## config.mk

```make
export PLATFORM = sky130hd
export DESIGN_NAME = ps2_kbd_tx
export DESIGN_NICKNAME = d
export VERILOG_FILES = /design/src/rtl/ps2_pkg.sv /design/src/rtl/ps2_tx_fifo.sv /design/src/rtl/ps2_kbd_tx.sv
export SDC_FILE = /design/constraint.sdc
export NUM_CORES = 1
export LEC_CHECK = 0
export BUFFER_PORTS_ARGS = -buffer_cell sky130_fd_sc_hd__buf_2
export CAP_MARGIN = 20
export CORE_UTILIZATION = 54
export CTS_CLUSTER_SIZE = 14
export DETAILED_ROUTE_END_ITERATION = 8
export GPL_TIMING_DRIVEN = 0
export PLACE_DENSITY_LB_ADDON = 0.2
export SETUP_SLACK_MARGIN = 0.5
export SLEW_MARGIN = 20
export SYNTH_ARGS = -nofsm -noshare
export SYNTH_HDL_FRONTEND = slang
export SYNTH_SLANG_ARGS = --single-unit
```

## constraint.sdc

```tcl
create_clock -name clk -period 3.5 [get_ports clk]
set_input_delay 0.7 -clock clk [delete_from_list [all_inputs] [get_ports clk]]
set_output_delay 0.7 -clock clk [all_outputs]
set_load 0.01 [all_outputs]
```

## src/rtl/ps2_pkg.sv

```systemverilog
// Shared types and helpers for the device-side PS/2 transmitter.
package ps2_pkg;

  typedef enum logic [1:0] {
    S_IDLE,
    S_BIT_HI,
    S_BIT_LO,
    S_GAP
  } state_e;

  localparam int unsigned FRAME_BITS = 11;
  localparam int unsigned STOP_IDX   = 10;

  // Odd parity bit: data ones plus parity is always odd.
  function automatic logic odd_parity(input logic [7:0] b);
    return ~^b;
  endfunction

endpackage

```

## src/rtl/ps2_tx_fifo.sv

```systemverilog
// Byte FIFO queueing scancodes ahead of the PS/2 serialiser; flags are registered.
module ps2_tx_fifo #(
  parameter int unsigned AW = 3
) (
  input  logic       clk,
  input  logic       reset,
  input  logic [7:0] din,
  input  logic       wr,
  input  logic       rd,
  output logic [7:0] dout,
  output logic       full,
  output logic       empty
);

  localparam int unsigned DEPTH = 1 << AW;

  logic [7:0]    mem_q [DEPTH];
  logic [AW-1:0] wptr_q, rptr_q;
  logic [AW:0]   count_q, count_d;
  logic          full_q, empty_q;
  logic          do_wr, do_rd;

  // A push while full is dropped even if a pop frees a slot this cycle.
  assign do_wr   = wr && !full_q;
  assign do_rd   = rd && !empty_q;
  assign count_d = count_q + (AW+1)'(do_wr) - (AW+1)'(do_rd);

  always_ff @(posedge clk) begin
    if (reset) begin
      wptr_q  <= '0;
      rptr_q  <= '0;
      count_q <= '0;
      full_q  <= 1'b0;
      empty_q <= 1'b1;
    end else begin
      if (do_wr) wptr_q <= wptr_q + AW'(1);
      if (do_rd) rptr_q <= rptr_q + AW'(1);
      count_q <= count_d;
      full_q  <= (count_d == (AW+1)'(DEPTH));
      empty_q <= (count_d == '0);
    end
  end

  always_ff @(posedge clk) begin
    if (do_wr) mem_q[wptr_q] <= din;
  end

  assign dout  = mem_q[rptr_q];
  assign full  = full_q;
  assign empty = empty_q;

endmodule

```

## src/rtl/ps2_kbd_tx.sv

```systemverilog
// Device-side PS/2 transmitter: pops queued bytes and drives 11-bit frames
// on ps2_clk/ps2_data, separated by an idle gap with both lines high.
module ps2_kbd_tx
  import ps2_pkg::*;
#(
  parameter int unsigned CLK_DIV = 500,
  parameter int unsigned GAP     = 1000,
  parameter int unsigned AW      = 3
) (
  input  logic       clk,
  input  logic       reset,
  input  logic [7:0] din,
  input  logic       wr,
  output logic       full,
  output logic       empty,
  output logic       busy,
  output logic       overflow,
  output logic       ps2_clk,
  output logic       ps2_data
);

  localparam logic [11:0] HALF_LOAD = 12'(CLK_DIV - 1);
  localparam logic [15:0] GAP_LOAD  = 16'(GAP - 1);

  state_e                  state_q, state_d;
  logic [11:0]             half_q, half_d;
  logic [15:0]             gap_q, gap_d;
  logic [3:0]              bit_q, bit_d;
  logic [FRAME_BITS-1:0]   shift_q, shift_d;
  logic                    ps2_clk_q, ps2_clk_d;
  logic                    ps2_data_q, ps2_data_d;
  logic                    busy_q, busy_d;
  logic                    overflow_q, overflow_d;
  logic                    rd_c;
  logic [7:0]              fifo_dout;
  logic                    fifo_full, fifo_empty;

  ps2_tx_fifo #(.AW(AW)) u_fifo (
    .clk   (clk),
    .reset (reset),
    .din   (din),
    .wr    (wr),
    .rd    (rd_c),
    .dout  (fifo_dout),
    .full  (fifo_full),
    .empty (fifo_empty)
  );

  // Next state; line outputs are derived from the next state so they register in step.
  always_comb begin
    state_d = state_q;
    half_d  = half_q;
    gap_d   = gap_q;
    bit_d   = bit_q;
    shift_d = shift_q;
    rd_c    = 1'b0;
    unique case (state_q)
      S_IDLE: begin
        if (!fifo_empty) begin
          rd_c    = 1'b1;
          shift_d = {1'b1, odd_parity(fifo_dout), fifo_dout, 1'b0};
          bit_d   = '0;
          half_d  = HALF_LOAD;
          state_d = S_BIT_HI;
        end
      end
      S_BIT_HI: begin
        if (half_q == '0) begin
          half_d  = HALF_LOAD;
          state_d = S_BIT_LO;
        end else begin
          half_d = half_q - 12'd1;
        end
      end
      S_BIT_LO: begin
        if (half_q != '0) begin
          half_d = half_q - 12'd1;
        end else if (bit_q == 4'(STOP_IDX)) begin
          gap_d   = GAP_LOAD;
          state_d = S_GAP;
        end else begin
          shift_d = {1'b1, shift_q[FRAME_BITS-1:1]};
          bit_d   = bit_q + 4'd1;
          half_d  = HALF_LOAD;
          state_d = S_BIT_HI;
        end
      end
      S_GAP: begin
        if (gap_q == '0) state_d = S_IDLE;
        else             gap_d   = gap_q - 16'd1;
      end
      default: state_d = S_IDLE;
    endcase

    ps2_clk_d  = (state_d != S_BIT_LO);
    ps2_data_d = (state_d == S_BIT_HI || state_d == S_BIT_LO) ? shift_d[0] : 1'b1;
    busy_d     = (state_d != S_IDLE);
    overflow_d = wr && fifo_full;
  end

  always_ff @(posedge clk) begin
    if (reset) begin
      state_q    <= S_IDLE;
      half_q     <= '0;
      gap_q      <= '0;
      bit_q      <= '0;
      shift_q    <= '1;
      ps2_clk_q  <= 1'b1;
      ps2_data_q <= 1'b1;
      busy_q     <= 1'b0;
      overflow_q <= 1'b0;
    end else begin
      state_q    <= state_d;
      half_q     <= half_d;
      gap_q      <= gap_d;
      bit_q      <= bit_d;
      shift_q    <= shift_d;
      ps2_clk_q  <= ps2_clk_d;
      ps2_data_q <= ps2_data_d;
      busy_q     <= busy_d;
      overflow_q <= overflow_d;
    end
  end

  assign full     = fifo_full;
  assign empty    = fifo_empty;
  assign busy     = busy_q;
  assign overflow = overflow_q;
  assign ps2_clk  = ps2_clk_q;
  assign ps2_data = ps2_data_q;

endmodule

```

# [Yosys cells after proc, flatten, opt, wreduce, memory -nomap -nowiden]
# Memory sizes are Yosys's and may differ from the RTL's. A register that Yosys moved wholly into a read port is not among the register bits.
# Index checks and enable logic that the tools add are counted.
# Widths: inputs -> output; s select.
[totals] register_bits=61 mem_bits_rw=64 output_inout_bits=6 word_cells=87 n_memories=1
[memory_table] memory="u_fifo.mem_q" depth=8 word_bits=8 read_ports=1 rd_ports_with_merged_regs=1 wr=1 line_no="ps2_tx_fifo.sv:17" rtl="logic [7:0] mem_q [DEPTH];"
[op_classes] n_addsub=7 n_eq_ne=14 n_mux=29 n_bitwise=1 n_reduce_logical=20
[ops] operator="$mux 12" n=4
[ops] operator="$mux 16" n=3
[ops] operator="$pmux 12 s3" n=1
[ops] operator="$mux 11" n=3
[ops] operator="$pmux 16 s2" n=1
[ops] operator="$pmux 11 s2" n=1
[ops] operator="$logic_not 16->1" n=1
[ops] operator="$sub 16x1->16 const B" n=1
[ops] operator="$logic_not 12->1" n=1
[ops] operator="$mux 4" n=3
[ops] operator="$ne 2x2->1 const B" n=6
[ops] operator="$reduce_bool 12->1" n=1
[ops] operator="$sub 12x1->12 const B" n=1
[ops] operator="$mux 2" n=5
[ops] operator="$eq 4x4->1 const B" n=2
[ops] operator="$pmux 2 s4" n=1
[ops] operator="$pmux 4 s2" n=1
[ops] operator="$reduce_and 4->1" n=2
[ops] operator="$reduce_xnor 8->1" n=1
[ops] operator="$add 3x1->3 const B" n=2
[ops] operator="$eq 2x2->1 const B" n=3
[ops] operator="$mux 3" n=2
[ops] operator="$reduce_bool 2->1" n=3
[ops] operator="$add 4x1->4" n=1
[ops] operator="other kinds (14)" n=21

# [Depth between registers and ports, before layout]
[logic_depth] word_depth=8 mapped_depth=12 mapped_depth_nobuf=12

# [By module]
# From an unflattened synthesis, not the netlist that was laid out.
[unflattened] cells_unflattened=494 hier_area_um2=5883.1
[modules_own_cells] module="ps2_tx_fifo" n_inst=1 cells_per_inst=169 area_per_inst_um2=3166.8 seq_area_each_um2=2222.1
[modules_own_cells] module="ps2_kbd_tx" n_inst=1 cells_per_inst=325 area_per_inst_um2=2716.4 seq_area_each_um2=980.9

# [Least setup slack after synthesis]
# Ideal clock, no wire load.
[synth_timing] path_type="flip-flop to flip-flop" from="register state_q[0]" to="register u_fifo.full_q (netlist: u_fifo.full)" setup_ns=0.059 arrival_ns=2.301 path_slack_ns=1.140 stages_incl_launch_ff=12 n_path_buf=0 period_less_slack_ns=2.360 cell_sequence="dfxtp_1 inv_1 ha_1 nand2b_1 inv_1 ha_1 inv_1 ha_1 fa_1 xnor2_1 nor3b_1 and2_1"
[synth_via] elab_chain_len=5
[synth_lines] item="from (decl)" line_no="ps2_kbd_tx.sv:25" rtl="state_e state_q, state_d;"
[synth_lines] item="from (signal assigned)" line_no="ps2_kbd_tx.sv:113" rtl="state_q <= state_d;"
[synth_lines] item="$logic_not 2->1" line_no="ps2_kbd_tx.sv:57" rtl="unique case (state_q)"
[synth_lines] item="$mux 1" line_no="ps2_kbd_tx.sv:57"
[synth_lines] item="$logic_and 1x1->1" line_no="ps2_tx_fifo.sv:25" rtl="assign do_rd = rd && !empty_q;"
[synth_lines] item="net u_fifo.do_rd" line_no="ps2_tx_fifo.sv:21" rtl="logic do_wr, do_rd;"
[synth_lines] item="$sub 4x1->4" line_no="ps2_tx_fifo.sv:26" rtl="assign count_d = count_q + (AW+1)'(do_wr) - (AW+1)'(do_rd);"
[synth_lines] item="$eq 4x4->1" line_no="ps2_tx_fifo.sv:39" rtl="full_q <= (count_d == (AW+1)'(DEPTH));"
[synth_lines] item="to (signal assigned)" line_no="ps2_tx_fifo.sv:39"
[synth_lines] item="to (decl)" line_no="ps2_tx_fifo.sv:20" rtl="logic full_q, empty_q;"
# The timed path passes the listed nets, and every way through them passes these cells.
# A chain may end at the register's enable or synchronous reset.

# [Worst setup path after layout]
[layout_timing] from="register state_q[0]" to="register u_fifo.empty_q (netlist: u_fifo.empty)"
[layout_via] elab_chain_len=5
[layout_lines] item="$logic_not 2->1" line_no="ps2_kbd_tx.sv:57"
[layout_lines] item="$mux 1" line_no="ps2_kbd_tx.sv:57"
[layout_lines] item="$logic_and 1x1->1" line_no="ps2_tx_fifo.sv:25"
[layout_lines] item="net u_fifo.do_rd" line_no="ps2_tx_fifo.sv:21"
[layout_lines] item="$sub 4x1->4" line_no="ps2_tx_fifo.sv:26"
[layout_lines] item="$logic_not 4->1" line_no="ps2_tx_fifo.sv:40" rtl="empty_q <= (count_d == '0);"
[layout_lines] item="to (signal assigned)" line_no="ps2_tx_fifo.sv:40"
[layout_lines] item="to (decl)" line_no="ps2_tx_fifo.sv:20"
# The timed path passes the listed nets, and every way through them passes these cells.

==> results summary <==
The clock skew is 7.86 ps. The final cycle utilization of the critical path came out at 0.781. The clock tree buffer depth is 2. The routed length per instance is 16.2 um. The post-cts repair resize count came out at 0. For this design the static power due to leakage is ~2.5 nW. The number of H-tree levels came out at 4. By startpoint and endpoint, the worst setup path is classified as flip-flop to flip-flop.

The layout overhead on the synthesized area came out at 14.0%. In this run the tightest slew margin relative to its limit is 0.450. The final-layout fill cell count is 832.

The first-iteration detailed-routing DRC count came out at 168. The buffering stage count on the worst path with inverters included came out at 3. The overall overflow remaining after global route is 0. In this run the post-CTS setup repair buffer count came out at 0. The path class of the tightest hold or removal check is primary input to flip-flop. Total power for the finished layout comes to 5.38 mW.

The first detailed-routing pass ran for 4 iterations. The share of post-route cells with drive strength above 1 is 0.140. The nature of the critical path endpoint is a flip-flop. The wire length of the first global-routing pass is 19,300 um. The count of unresolved DRC violations after routing is 0. The congestion estimate from routability-driven global placement came to slightly above 0.8. Entering global routing, the biggest net connects 17 pins. The shortest period the worst path allows came out at 2730 ps. Among all stages on the critical path, the largest delay is contributed by sky130_fd_sc_hd__dfxtp_1. The count of non-filler cells in the finished layout is between 700 and 800.

The data required time at the worst endpoint is roughly 4000 ps. The hold violation count in the final report came out at 0. The post-cts hold buffer count came out at 0. The via count of the first global-routing pass was 4,024. During I/O placement, the number of pins put on the boundary was 17. The transition time at the pin with the least slew margin is ~800 ps. The worst ir drop on vdd is 0.000677 V. The peak fanout along the critical path came out at 5. The number of port buffers came out at 15. The clock buffer count from CTS is 17. The repair_antennas step left the layout with diodes totalling 0. The startpoint type of the worst setup path is a flip-flop. The number of placed instances, taps included, is approximately 690.

The worst stage delay on the critical path is 430 ps. The power density over the cells came out at 779 nW/um2. The number of antenna violations at the first check in global routing came out at 0. The commonest register cell after synthesis is sky130_fd_sc_hd__edfxtp_1. The final-report setup violation count came out at 0.

The combined area of all synthesized cells came out at 6070 um2. The number of clock sinks is roughly 130. The critical path goes through inv_1 > ha_1 > nand2b_1 > inv_1 > ha_1 > inv_1 > ha_1 > fa_1 > xnor2_1 > nor3b_1 > nor2_1 > nor2_1.

The cell family with the largest share of critical-path delay is adder cells. Data on the critical path arrives at its endpoint at between 3000 and 4000 ps. The worst path meets setup with 766 ps of slack. The utilization after layout came out at 0.635. The setup TNS came out at 0 ps. The total detailed-routing wirelength is between 10,000 and 15,000 um. The combined flip-flop and latch cell area came out at 3200 um2. The clock tree from TritonCTS is built. The highest clock frequency the design can meet is about 370 MHz.

For this run, the total global-route usage over all layers was measured as 0.224. The count of final max-slew check failures is 0. The flow ran to the end, and the final reports show no timing, DRC or antenna violations. The initial standard-cell utilization of the core is 0.557. The half-perimeter wire length after placement is 8490 um. The post-synthesis area per instance is 11.4 um2. The standard cell core area is 10,900 um2. The clock network latency to the later pin of the worst-skew pair is 540 ps. The max-capacitance violation count came out at 0.

The total of warnings raised by yosys is 0. Setup repair after global routing left no endpoint under its margin. The total number of vias came out at 4,051. The die covers roughly 12,000 um2. The net count of the finished layout is 594. The die width came out at 108 um. The post-synth net total came out at 560.

The setup slack at placement is 805 ps. The async set-or-reset flop fraction in the synthesized netlist is 0. The sequential share of the synthesized area came out at 0.528. The count of state elements after synthesis came out at 128. The detail route stage leaves a number of antenna-violating nets equal to 0. Setup slack on the worst reg-to-reg path comes out at 770 ps. The footprint of the multi-input gates came out at 2740 um2. The number of enable flip-flop cells after synthesis is 64. The cell at the root of the clock tree is sky130_fd_sc_hd__clkbuf_8. The number of placement rows is 38. Counting distinct cell types in the post-synthesis netlist gives between 50 and 60. The vertical die dimension is around 110 um. Dividing the detail-routed via count by the number of cells gives 5.64. After clock tree synthesis, the clock-pin slew on the worst setup and hold paths is 60 ps. The cell count after synthesis is 531.
[power breakdown]
| part | internal, mW | total [mW] | switching (mW) |
|---|---|---|---|
| clock | 1.08 | 1.73 | 0.644 |
| sequential | 1.82 | 2.01 | 0.193 |
| combinational | 0.732 | 1.65 | 0.915 |
[Yosys cell counts (all sizes together) (2+ instances only)]
library cell	n	area, um2
nand3	6	30.0
a311oi	6	52.6
nand4	2	12.5
inv	17	63.8
edfxtp	64	1920
o41ai	3	52.6
a21oi	22	110
dfxtp	64	1280
nor2	78	293
a22oi	3	27.5
a21o	2	15.0
mux2i	10	100
xor2	28	245
clkbuf	11	41.3
nand2b	9	56.3
nor3	18	90.1
buf	6	26.3
o21a	3	22.5
o21ai	21	105
nor2b	4	25.0
or3	6	38.8
xnor2	45	394
ha	17	213
nor4	9	77.6
and3	4	31.3
or2	2	12.5
a211oi	11	82.6
nand2	25	101
o22ai	6	37.5
mux4	16	360
[layout make-up]
| class | count | area share |
|---|---|---|
| plain buffers | 17 | 0.00977 |
| clock buffers | 19 | 0.0610 |
| flip-flops and latches | 128 | 0.463 |
| repair buffers | 15 | 0.0109 |
| well taps | 140 | 0.0253 |
| multi-input cells | 369 | 0.397 |
| clock inverters | 13 | 0.0239 |
| inverters | 17 | 0.00923 |
[kinds of logic (layout without fill, tap and decap cells)]
kind of cell | after synthesis | after routing | share of synthesized area
fa+ha+maj | 18 | 18 | 0.0384
buf+inv | 34 | 81 | 0.0217
compound gates | 84 | 84 | 0.0951
simple gates | 168 | 168 | 0.136
mux | 26 | 26 | 0.0759
xor+xnor | 73 | 73 | 0.105
flops | 128 | 128 | 0.528
[layout by cell type, fill, tap and decap left out, types with 2 or more instances in the layout]
cell type / instances
sky130_fd_sc_hd__mux4_2: 16
sky130_fd_sc_hd__o22ai_1: 6
sky130_fd_sc_hd__clkinv_2: 2
sky130_fd_sc_hd__nor2_1: 78
sky130_fd_sc_hd__nand4_1: 2
sky130_fd_sc_hd__buf_1: 3
sky130_fd_sc_hd__o21a_1: 3
sky130_fd_sc_hd__inv_1: 17
sky130_fd_sc_hd__clkbuf_1: 13
sky130_fd_sc_hd__nor3_1: 16
sky130_fd_sc_hd__clkinvlp_4: 4
sky130_fd_sc_hd__a21oi_1: 22
sky130_fd_sc_hd__nor3_2: 2
sky130_fd_sc_hd__and3_1: 2
sky130_fd_sc_hd__clkinv_4: 4
sky130_fd_sc_hd__nor2b_1: 4
sky130_fd_sc_hd__a311oi_1: 6
sky130_fd_sc_hd__ha_1: 17
sky130_fd_sc_hd__clkbuf_16: 16
sky130_fd_sc_hd__nand3_1: 6
sky130_fd_sc_hd__bufinv_16: 3
sky130_fd_sc_hd__mux2i_1: 10
sky130_fd_sc_hd__xnor2_1: 45
sky130_fd_sc_hd__a211oi_1: 11
sky130_fd_sc_hd__or3_1: 5
sky130_fd_sc_hd__nor4_1: 7
sky130_fd_sc_hd__nand2_1: 24
sky130_fd_sc_hd__nand2b_1: 9
sky130_fd_sc_hd__edfxtp_1: 64
sky130_fd_sc_hd__or2_2: 2
sky130_fd_sc_hd__a22oi_1: 2
sky130_fd_sc_hd__dfxtp_1: 64
sky130_fd_sc_hd__a21o_1: 2
sky130_fd_sc_hd__xor2_1: 28
sky130_fd_sc_hd__buf_2: 18
sky130_fd_sc_hd__o21ai_0: 21
[registers in the layout, indices dropped and copies added, names as in the netlist, 2 cells and up, named ones only]
| signal | cells |
|---|---|
| bit_q | 4 |
| shift_q | 11 |
| u_fifo.mem_q | 64 |
| half_q | 12 |
| u_fifo.rptr_q | 3 |
| gap_q | 16 |
| state_q | 2 |
| u_fifo.wptr_q | 3 |
| u_fifo.count_q | 4 |
[layer usage]
metal / routed length [um] / track usage / vias up / part of all wire
met5: 0 / 0 / - / 0
met4: 229 / 0.122 / 0 / 0.020
li1: - / - / 1988 / -
met3: 364 / 0.0549 / 21 / 0.031
met1: 4930 / 0.255 / 1976 / 0.43
met2: 6080 / 0.385 / 66 / 0.52
[final timing paths]
check         startpoint                 end  cells after the start
max           state_q[0]        u_fifo.empty                     12
min               din[3]  u_fifo.mem_q[0][3]                      1
max reg2reg   state_q[0]        u_fifo.empty                     12
min reg2reg  shift_q[10]         shift_q[10]                      1
[per-stage QoR]
stage	area [um2]	hold WS, ps
2_1_floorplan	6070	416
3_3_place_gp	6320	429
3_5_place_dp	6330	438
4_1_cts	6910	404
5_1_grt	6910	421
6_report	6910	434
Note: power is estimated with default switching activity, not from simulation.
